**src/rtl/elink_sched_pkg.sv**
```systemverilog
// Shared constants and state type for the e-link transmit scheduler.
// A character is {hdr[1:0], payload[7:0]}, shifted out MSB-first as five 2-bit symbols.
package elink_sched_pkg;

  localparam logic [1:0] HDR_IDLE = 2'b00;
  localparam logic [1:0] HDR_SOP  = 2'b01;
  localparam logic [1:0] HDR_DATA = 2'b10;
  localparam logic [1:0] HDR_EOP  = 2'b11;

  localparam logic [7:0] PL_IDLE  = 8'h00;
  localparam logic [7:0] PL_STALL = 8'h01;

  localparam int SYMS_PER_CHAR = 5;

  typedef enum logic [1:0] {S_IDLE, S_DATA, S_DRAIN} state_t;

endpackage

```
**src/rtl/elink_tx_scheduler_rr_arbiter.sv**
```systemverilog
// Combinational round-robin arbiter: searches upward from the slot after last_ptr.
module rr_arbiter #(
  parameter int N_REQ = 4,
  parameter int CH_W  = $clog2(N_REQ)
) (
  input  logic [N_REQ-1:0] req,
  input  logic [CH_W-1:0]  last_ptr,
  output logic [N_REQ-1:0] gnt,
  output logic [CH_W-1:0]  gnt_idx
);

  logic [CH_W-1:0] idx;
  logic            found;

  always_comb begin
    gnt     = '0;
    gnt_idx = '0;
    idx     = '0;
    found   = 1'b0;
    for (int i = 1; i <= N_REQ; i++) begin
      idx = CH_W'((int'(last_ptr) + i) % N_REQ);
      if (!found && req[idx]) begin
        found      = 1'b1;
        gnt[idx]   = 1'b1;
        gnt_idx    = idx;
      end
    end
  end

endmodule

```
**src/rtl/elink_tx_scheduler.sv**
```systemverilog
// Shares one 2-bit e-link between N_REQ byte-stream requesters, granting whole frames
// round-robin and framing them as SOP / DATA / STALL / EOP characters with IDLE fill.
module elink_tx_scheduler
  import elink_sched_pkg::*;
#(
  parameter int N_REQ = 4,
  parameter int CH_W  = $clog2(N_REQ)
) (
  input  logic               clk,
  input  logic               reset,
  input  logic               enable,
  input  logic [N_REQ-1:0]   req_valid,
  input  logic [N_REQ*8-1:0] req_data,
  input  logic [N_REQ-1:0]   req_last,
  output logic [N_REQ-1:0]   req_ready,
  output logic [1:0]         tx_elink2bit,
  output logic               busy,
  output logic [CH_W-1:0]    grant_id,
  output logic               frame_done
);

  state_t            state, state_nxt;
  logic [2:0]        sym_cnt;
  logic [9:0]        shreg, char_nxt;
  logic [CH_W-1:0]   last_ptr;
  logic [N_REQ-1:0]  arb_gnt;
  logic [CH_W-1:0]   arb_idx;
  logic              arb_any;
  logic              boundary;
  logic              take_grant;
  logic [7:0]        sel_byte;

  rr_arbiter #(.N_REQ(N_REQ), .CH_W(CH_W)) u_arb (
    .req      (req_valid),
    .last_ptr (last_ptr),
    .gnt      (arb_gnt),
    .gnt_idx  (arb_idx)
  );

  assign arb_any      = |arb_gnt;
  assign boundary     = (sym_cnt == 3'(SYMS_PER_CHAR - 1));
  assign sel_byte     = req_data[{grant_id, 3'b000} +: 8];
  assign tx_elink2bit = shreg[9:8];
  assign busy         = (state != S_IDLE);
  assign frame_done   = boundary && (state == S_DRAIN);

  // DRAIN's boundary doubles as an IDLE decision so back-to-back frames need no gap.
  always_comb begin
    state_nxt  = state;
    char_nxt   = {HDR_IDLE, PL_IDLE};
    take_grant = 1'b0;
    req_ready  = '0;
    if (boundary) begin
      unique case (state)
        S_DATA: begin
          req_ready[grant_id] = 1'b1;
          if (req_valid[grant_id]) begin
            if (req_last[grant_id]) begin
              char_nxt  = {HDR_EOP, sel_byte};
              state_nxt = S_DRAIN;
            end else begin
              char_nxt  = {HDR_DATA, sel_byte};
            end
          end else begin
            char_nxt = {HDR_IDLE, PL_STALL};
          end
        end
        default: begin
          state_nxt = S_IDLE;
          if (enable && arb_any) begin
            char_nxt   = {HDR_SOP, 8'(arb_idx)};
            take_grant = 1'b1;
            state_nxt  = S_DATA;
          end
        end
      endcase
    end
  end

  // The pointer resets to N_REQ-1 so the first search starts at requester 0.
  always_ff @(posedge clk or negedge reset) begin
    if (!reset) begin
      state    <= S_IDLE;
      sym_cnt  <= '0;
      shreg    <= '0;
      grant_id <= '0;
      last_ptr <= CH_W'(N_REQ - 1);
    end else begin
      state   <= state_nxt;
      sym_cnt <= boundary ? 3'd0 : sym_cnt + 3'd1;
      shreg   <= boundary ? char_nxt : {shreg[7:0], 2'b00};
      if (take_grant) begin
        grant_id <= arb_idx;
        last_ptr <= arb_idx;
      end
    end
  end

endmodule

```
**config.mk**
```make
export PLATFORM = sky130hd
export DESIGN_NAME = elink_tx_scheduler
export DESIGN_NICKNAME = d
export VERILOG_FILES = /design/src/rtl/elink_sched_pkg.sv /design/src/rtl/elink_tx_scheduler_rr_arbiter.sv /design/src/rtl/elink_tx_scheduler.sv
export SDC_FILE = /design/constraint.sdc
export NUM_CORES = 1
export LEC_CHECK = 0
export ABC_AREA = 1
export CAP_MARGIN = 20
export CORE_ASPECT_RATIO = 0.9
export CORE_MARGIN = 4
export CORE_UTILIZATION = 40
export DETAILED_ROUTE_END_ITERATION = 8
export PLACE_DENSITY = 0.74
export SYNTH_ARGS = -nofsm -noshare
export SYNTH_HDL_FRONTEND = slang
export SYNTH_SLANG_ARGS = --single-unit
```
**constraint.sdc**
```tcl
create_clock -name clk -period 2.7 [get_ports clk]
set_input_delay 0.81 -clock clk [delete_from_list [all_inputs] [get_ports clk]]
set_output_delay 0.81 -clock clk [all_outputs]
set_load 0.1 [all_outputs]
```
Yosys cells after proc, flatten, opt, wreduce, memory -nomap -nowiden:

Index checks and enable logic that the tools add are counted.

* input port bits: 43
* bits in registers: 19
* word-level logic and storage cells: 93

* shift operators: 1
* equal/unequal tests: 5
* mux-type cells: 48
* $lt $le $gt $ge: 10
* bitwise gates (word level): 3
* $add $sub $neg: 5
* reductions and logical operators: 16

Operator list (number)
* 32-bit by 6-bit variable part select with 8-bit output: 1
* 10-bit two-way mux: 3
* 4-bit two-way mux: 6
* 1-bit two-way mux: 18
* 9-bit two-way mux: 2
* 2-bit by 3-bit < comparator with 1-bit output, second input constant: 5
* 2-bit two-way mux: 7
* 1-bit binary-select mux with 2-bit select: 6
* 4-bit OR: 3
* 1-bit demux with 2-bit select: 5
* 2-bit by 1-bit >= comparator with 1-bit output, second input constant: 5
* 1-bit logical AND: 10
* 2-bit by 1-bit adder with 2-bit output, second input constant: 2
* 2-bit adder, second input constant: 2
* 2-bit != test, second input constant: 2
* 4-bit OR reduction: 1
* 3-bit by 1-bit adder with 3-bit output, second input constant: 1
* 3-bit equality test, second input constant: 1
* 1-bit zero test: 3
* 3-bit two-way mux: 1
* 3-bit AND reduction: 1
* 2-bit by 1-bit equality test with 1-bit output, second input constant: 1
* 2-bit equality test, second input constant: 1
* 2-bit nonzero test: 1

Depth between registers and ports, before layout:

Gate-level depths: netlist (run 1).

* word-level depth: 18
* gate-level depth with buffers: 14
* depth with buffers taken out: 14

By module:

Synthesis (run 1) repeated with hierarchy kept, for this count alone.

* cell total of the unflattened synthesis: 242
* area, all modules: 1665.3 um^2

Modules (own cells, without submodules)
* elink_tx_scheduler: instances 1, area each 1191.1 um^2, cells an instance 167, sequential area each 478.0 um^2
* rr_arbiter: instances 1, area each 474.2 um^2, cells an instance 75, sequential area each 0.0 um^2

Worst setup path after synthesis (run 1):

Ideal clock, no wire load.

* path kind: register to output
* from: register grant_id[0]
* to: output req_ready[1]
* data required time: 1890 ps
* data arrival time: 3341 ps
* path slack: -1451 ps
* cell stages (with the launch flop): 3
* cell sequence: dfrtp_1 -> inv_1 -> nor3_1

* word-level cells in the longest chain between the ends: 6
* elaborated cells on any way between the ends: 7

Ends and longest elaborated chain
* start, declared: RTL line elink_tx_scheduler.sv:18 `output logic [CH_W-1:0] grant_id,`
* start signal, assigned: RTL line elink_tx_scheduler.sv:93 `grant_id <= arb_idx;`
* 2-bit by 3-bit < comparator with 1-bit output (not written as such) or 2-bit by 1-bit >= comparator with 1-bit output (tied branches): RTL line elink_tx_scheduler.sv:56 `req_ready[grant_id] = 1'b1;`
* 1-bit logical AND (not written as such): RTL line elink_tx_scheduler.sv:56
* 1-bit two-way mux (not written as such): RTL line elink_tx_scheduler.sv:56
* 1-bit demux with 2-bit select *: RTL line elink_tx_scheduler.sv:56
* 4-bit two-way mux *: RTL line elink_tx_scheduler.sv:54 `unique case (state)`
* 4-bit two-way mux *: RTL line elink_tx_scheduler.sv:53 `if (boundary) begin`
* end, declared: RTL line elink_tx_scheduler.sv:15 `output logic [N_REQ-1:0] req_ready,`

Every way passes the cells marked *; elsewhere a longest branch is shown, timed or not.

Worst setup path in the final report (run 1):

* from: register state[0]
* to: output req_ready[0]

* word-level cells in the longest chain between the ends: 3

Ends and longest elaborated chain
* start, declared: RTL line elink_tx_scheduler.sv:22 `state_t state, state_nxt;`
* start signal, assigned: RTL line elink_tx_scheduler.sv:89 `state <= state_nxt;`
* 2-bit by 1-bit equality test with 1-bit output: RTL line elink_tx_scheduler.sv:54
* 4-bit two-way mux: RTL line elink_tx_scheduler.sv:54
* 4-bit two-way mux: RTL line elink_tx_scheduler.sv:53

Every way passes these cells.

==> results by group, run 1 <==
Outcome
  – Status: complete, no violations

Cells and area
  – Nets: 284
  – Share of layout cells above drive strength 1: between 15 and 20%
  – Commonest non-fill, non-tap cell in the layout: nand2_1
  – Layout area overhead: 49.1%
  – Fill cell count: 312
  – Final instance area: 2080 sq um
  – Multi-input gate area: 867 sq um
  – Post-layout util: 61.7%
  – Finished Layout Cells: between 200 and 300
  – Most frequent cells in the layout: 46 x nand2_1, 42 x clkdlybuf4s50_1, 15 x dfrtp_1
  – Register area: 480 sq um
  – Ant diodes: 0

Power and ir drop
  – Reg power frac: 21.4%
  – Peak VDD IR: 0.749 mV
  – Pwr Density: 1040 nW/um^2
  – P_sw: 1.20 mW
  – Internal power: 961 uW
  – Pleak: 0.966 nW
  – Clock network power share: 8.8%
  – Logic pwr share: 69.8%
  – Sw frac: 55.5%

Synthesis
  – Cells after synthesis: between 150 and 200
  – Post-synth top area share: between 30% and 40%
  – Synthesized flop and latch total: 19
  – Distinct cells, synth: 33
  – Syn Nets: 231
  – Syn. warnings: 0
  – Post-synthesis cell area: ~1400 sq um
  – Synth area leaders: dfrtp_1 30%, nand2_1 12%, ha_1 9.0%, nand3_1 4.7%, inv_1 4.0%
  – Area leader, netlist: dfrtp_1
  – Post-Syn Area per Cell: 7.85 sq um
  – Sequential-to-total area share from yosys stat: 34.2%

Detailed routing
  – Via count: 1,377
  – Post-route ant nets: 0
  – Starting DRC count in detailed routing: 96
  – DR vias/cell: a little over 5
  – Routed WL: roughly 3400 um
  – Pre-antenna DRT Iters: 4
  – WL/cell: 12.4 um
  – DRC viols: 0

Setup path
  – Reg-to-reg startpoint: last_ptr[0]
  – Crit path DAT: 1.70 ns
  – Startpoint types: register
  – CP endpoint kind: output port
  – CP Cell Sequence: inv_1, nor2_2, inv_1, nor2_2, inv_2, nor3_4, buf_12
  – Largest stage delay, worst path: ~0.42 ns
  – CP startpoint: state[0]
  – Kind of critical path: register to output port
  – CP max FO: 4
  – Slowest CP cell: dfrtp_1
  – CP Data Required Time: 1.89 ns

Global routing
  – Vias in the first global route: roughly 1,200
  – Largest net degree at the start of global routing: 20
  – Antenna violations before repair: 0
  – Gr usage total: between 15 and 20%
  – Total gr overflow: 0
  – First-pass GRT wire length: 5780 um

CTS
  – CTS Buffer Depth: 2
  – Total CTS buffers: 3
  – Setup bufs post-CTS: 0
  – CTS H-tree depth: 1
  – Hold_buf cts: 0
  – Worst-skew pair later-pin latency: 0.25 ns
  – CTS sink cnt: 19
  – Clock Tree Root: clkbuf_8
  – CTS tree: yes
  – Clk slew on worst S/H paths: 0.06 ns

Place
  – Placed insts: 270
  – Final GP Congestion: 0.846
  – I/O Buffers: 52
  – Placed Instance Area: approximately 2000 sq um
  – HPWL Detailed: around 2900 um

STA
  – Hold Violations, Final: 0
  – Worst slew pin tran: 0.797 ns
  – RSZ-0062 raised after global routing: false
  – Fmax: 0.398 GHz
  – Worst rel slew slack: 46.7%
  – Final Cycle Share: 93.0%
  – Max-slew violation count: 0
  – Final setup vio count: 0
  – Clock Skew: 0.000832 ns
  – Min Tclk post-route: 2.51 ns
  – Final setup TNS: 0 ns

Die
  – Chip Width: roughly 70 um
  – Core area: about 3400 sq um
  – Die Height: about 64 um
  – Full die area: around 4500 sq um
  – Starting Density: 41.4%
  – IO Pins: 53
  – Row count: 20

Run
  – Max_cap viols: 0

Worst hold path
  – Hold WC Path Type: register to register
  – Hold_sp: shreg[5]
[metrics by stage]
stage	setup WS, ns	total power [mW]	hold WS, ns
global route	0.0752	2.34	0.491
detailed placement	0.297	1.98	0.446
CTS	0.108	2.17	0.462
global placement	0.344	1.97	0.432
finish	0.190	2.16	0.455
floorplan	0.0153	1.64	0.426
[repair_timing]
action,in CTS,in global routing
resized for setup,0,1
endpoints found under the hold margin,0,0
endpoints found under the setup margin,0,1
[sequential cells by signal, indices dropped and copies added, names as in the netlist]
register / flops
grant_id: 2
last_ptr: 2
shreg: 10
state: 2
sym_cnt: 3
[Yosys cell counts]
cell      instances
a221oi_1          6
nand2_2           8
o21ai_1           1
clkbuf_1          1
buf_6             1
nand3_1          13
nand3_2           3
a22oi_1           5
nor2_1           10
nand2_4           1
buf_2             1
clkinv_1          1
buf_4             2
nor2_2            1
inv_2             3
nor2_4            2
nand4_1           3
dfstp_2           2
ha_1             10
o22ai_1           1
or4_1             1
o21ai_0           6
nand2_1          46
xnor2_1           1
o221ai_2          1
inv_1            15
nor3_1            3
a21oi_1           4
o41ai_1           1
dfrtp_1          17
a22o_1            6
a21boi_0          1
nand3b_1          1
[worst max-delay path, delay by kind of cell, from the launching register on]
| family | cells | cell delay (ns) |
|---|---|---|
| buffers and inverters | 4 | 0.51 |
| DFF | 1 | 0.42 |
| and+or+nand+nor | 3 | 0.51 |
[worst paths after layout]
path                                 to  slack [ns]  cells after the start
setup / recovery           req_ready[0]        0.19                      7
hold / removal                 shreg[7]        0.45                      2
setup reg to reg            grant_id[0]        0.37                     14
hold reg to reg                shreg[7]        0.45                      2
max in group asynchronous   grant_id[1]        1.13                      1
min in group asynchronous      shreg[5]        1.02                      1
[logic make-up (layout without fill, tap and decap cells)]
group,after synthesis,after routing,share of synthesized area [%]
AND/OR/NAND/NOR,92,92,31.8
buffers and inverters,24,76,7.61
AO/OA/AOI/OAI,32,32,16.8
flip-flops,19,19,34.2
adder cells (fa/ha/maj),10,10,8.95
XOR/XNOR,1,1,0.627
[final cells by class]
| class | count | share of cell area [%] |
|---|---|---|
| Tap cell | 44 | 2.64 |
| Multi-Input combinational cell | 135 | 41.6 |
| Inverter | 19 | 3.42 |
| Clock buffer | 4 | 2.16 |
| Timing Repair Buffer | 53 | 27.1 |
| Sequential cell | 19 | 23.0 |
[layer usage]
layer  vias up  global-route usage [%]  wire length (um)
met4         0                    3.59                22
met1       607                    23.9              1650
met3         2                    3.46               291
li1        717                       -                 -
met5         -                       0                 0
met2        51                    21.6              1430
[power groups by stage]
stage,Combinational (mW),Clock (mW),Sequential [mW]
2_1_floorplan,1.13,0,0.505
3_3_place_gp,1.51,0,0.468
3_5_place_dp,1.51,0,0.470
4_1_cts,1.52,0.195,0.464
5_1_grt,1.65,0.206,0.478
6_report,1.51,0.189,0.464
(Power assumes the default switching activity.)
==> inputs of run 2 (changes only) <==
--- a/config.mk
+++ b/config.mk
@@ -9,9 +9,9 @@
 export CAP_MARGIN = 20
 export CORE_ASPECT_RATIO = 0.9
 export CORE_MARGIN = 4
-export CORE_UTILIZATION = 40
+export CORE_UTILIZATION = 47
 export DETAILED_ROUTE_END_ITERATION = 8
-export PLACE_DENSITY = 0.74
+export PLACE_DENSITY = 0.85
 export SYNTH_ARGS = -nofsm -noshare
 export SYNTH_HDL_FRONTEND = slang
 export SYNTH_SLANG_ARGS = --single-unit
==> constraint.sdc (replaced) <==
create_clock -name clk -period 3.08 [get_ports clk]
set_input_delay 0.924 -clock clk [delete_from_list [all_inputs] [get_ports clk]]
set_output_delay 0.924 -clock clk [all_outputs]
set_load 0.1 [all_outputs]
==> run 2 against run 1 <==
Compared with the run above:
- combinational power fell by 11%
- final area fell by 2.4%
- highest routed layer unchanged
- setup slack got worse by 0.033 ns
- largest cell class unchanged
- critical endpoint is now req_ready[1]
==> results by group, run 2 (synthesis gave the netlist of run 1 again) <==
STA
  – Clock Skew: 0.00813 ns (+0.00730 ns)
  – Final setup vio count: 0 (unchanged)
  – RSZ-0062 raised after global routing: false
  – Worst slew pin tran: 0.776 ns (-0.0209 ns)
  – Worst setup margin: 0.158 ns (-0.0325 ns)
  – Final Cycle Share: 94.9%
  – Hold Violations, Final: 0 (unchanged)
  – Min Tclk post-route: 2.92 ns
  – Final hold slack: 0.475 ns (+0.0198 ns)
  – Worst rel slew slack: 48.1% (+1.4 points)
  – Max-slew violation count: 0 (unchanged)
  – Final setup TNS: 0 ns (unchanged)
  – Fmax: 0.342 GHz

Worst hold path
  – Worst Hold End: shreg[5]
  – Hold WC Path Type: register to register
  – Hold_sp: shreg[3]
  – Hold depth: 2 (unchanged)

CTS
  – Clock Tree Root: clkbuf_4
  – CTS H-tree depth: 1 (unchanged)
  – CTS sink cnt: 19 (unchanged)
  – CTS tree: yes
  – Setup bufs post-CTS: 0 (unchanged)
  – Cts repair resizes: 0 (unchanged)
  – Hold_buf cts: 0 (unchanged)
  – CTS Buffer Depth: 2 (unchanged)
  – Worst-skew pair later-pin latency: 0.28 ns (+0.03 ns)
  – Total CTS buffers: 3 (unchanged)
  – Clk slew on worst S/H paths: 0.10 ns (+0.04 ns)

Power and ir drop
  – Pleak: 0.958 nW (-0.83%)
  – Peak VDD IR: 0.632 mV (-16%)
  – Pwr Density: 915 nW/um^2 (-12%)
  – Pwr Total: 1.86 mW (-14%)

Place
  – Placed insts: 266 (-1.5%)
  – Final GP Congestion: 0.816 (-3.5%)
  – HPWL Detailed: 3290 um (+14%)
  – Placed Instance Area: 2010 sq um (-1.4%)
  – Post-Place Worst Slack: 0.520 ns (+0.224 ns)
  – I/O Buffers: 52 (unchanged)

Setup path
  – Reg-to-reg startpoint: last_ptr[0]
  – CP max FO: 4 (unchanged)
  – Worst R2R Setup Slack: 0.70 ns (+0.33 ns)
  – Crit path DAT: 2.00 ns (+0.30 ns)
  – R2R cell count: 13 (-1)
  – Worst R2R End: grant_id[0]
  – CP Cell Sequence: inv_1, nor2_1, inv_1, nor2_1, inv_1, nor3_2, buf_12
  – Largest stage delay, worst path: 0.40 ns (-0.02 ns)
  – CP Buf/Inv Count: 4 (unchanged)
  – CP Data Required Time: 2.16 ns (+0.27 ns)
  – Cell family with most CP delay: simple AND/OR/NAND/NOR gates
  – Kind of critical path: register to output port
  – CP dominant cell by count: inv_1
  – Startpoint types: register
  – Slowest CP cell: dfrtp_1
  – CP endpoint kind: output port

Global routing
  – Antenna violations before repair: 0 (unchanged)
  – Total gr overflow: 0 (unchanged)
  – Gr usage total: 21.0% (+5.5 points)
  – Vias in the first global route: 1,467 (+18%)
  – First-pass GRT wire length: 6510 um (+13%)
  – Largest net degree at the start of global routing: 20 (unchanged)

Detailed routing
  – DRC viols: 0 (unchanged)
  – Via count: 1,452 (+5.4%)
  – Post-route ant nets: 0 (unchanged)
  – DR vias/cell: 5.38 (+7.0%)
  – Starting DRC count in detailed routing: 85 (-11%)
  – Routed WL: 3870 um (+14%)
  – Pre-antenna DRT Iters: 4 (unchanged)
  – WL/cell: 14.3 um (+16%)

Run
  – Max_cap viols: 0 (unchanged)

Cells and area
  – Largest registers: shreg x10, sym_cnt x3
  – Final instance area: 2030 sq um (-2.4%)
  – Layout area overhead: 45.6%
  – Ant diodes: 0 (unchanged)
  – Fill cell count: 222 (-29%)
  – Nets: 284 (unchanged)
  – Share of layout cells above drive strength 1: 17.4% (-2.2 points)
  – Post-layout util: 72.8% (+11 points)
  – Finished Layout Cells: 270 (-1.5%)
  – Number of flip-flops under the largest register name: 10 (unchanged)
  – Top reg by flops: shreg
  – Most frequent cells in the layout: 46 x nand2_1, 42 x clkdlybuf4s50_1, 17 x dfrtp_1
  – Commonest non-fill, non-tap cell in the layout: nand2_1

Die
  – IO Pins: 53 (unchanged)
  – Chip Width: 65.5 um (-6.9%)
  – Row count: 18 (-10%)
  – Full die area: 3910 sq um (-13%)
  – Die Height: 59.7 um (-6.8%)
  – Starting Density: 50.0% (+8.7 points)
  – Core area: 2790 sq um (-17%)

Outcome
  – Status: complete, no violations
run 2: layout make-up:
class	count	area (sq um)	share of cell area (%)
Multi-Input combinational cell	135	843	41.5
Inverter	19	71.3	3.51
Tap cell	40	50.0	2.46
Sequential cell	19	478	23.5
Timing Repair Buffer	53	566	27.8
Clock buffer	4	26.3	1.29
run 2: worst max-delay path by stage:
stage	from	cells after the start	slack [ns]	end
after floorplan	grant_id[0]	2	-0.36	req_ready[1]
after CTS	state[0]	7	0.19	req_ready[1]
final	state[0]	7	0.16	req_ready[1]
after detailed placement	req_valid[2]	13	0.52	grant_id[1]
after global placement	state[0]	7	0.60	req_ready[1]
after global routing	state[0]	7	0.08	req_ready[1]
run 2: power breakdown:
group	internal (mW)	leakage, nW	switching, mW
clock network	0.0502	0.0150	0.0663
logic	0.433	0.694	0.913
registers	0.308	0.248	0.0916
run 2: worst register-to-register path: cells and delay by family, from the launching register on:
kind	cells	cell delay (ns)
buffers and inverters	2	0.28
flip-flops	1	0.74
AND/OR/NAND/NOR	10	0.86
adder cells (fa/ha/maj)	1	0.39
run 2: per-layer routing:
layer	global-route usage [%]	vias to the layer above	wire, um
met5	0	-	0
met4	3.25	0	20
met3	1.69	2	223
met2	37.8	51	2060
met1	28.3	690	1570
li1	-	709	-
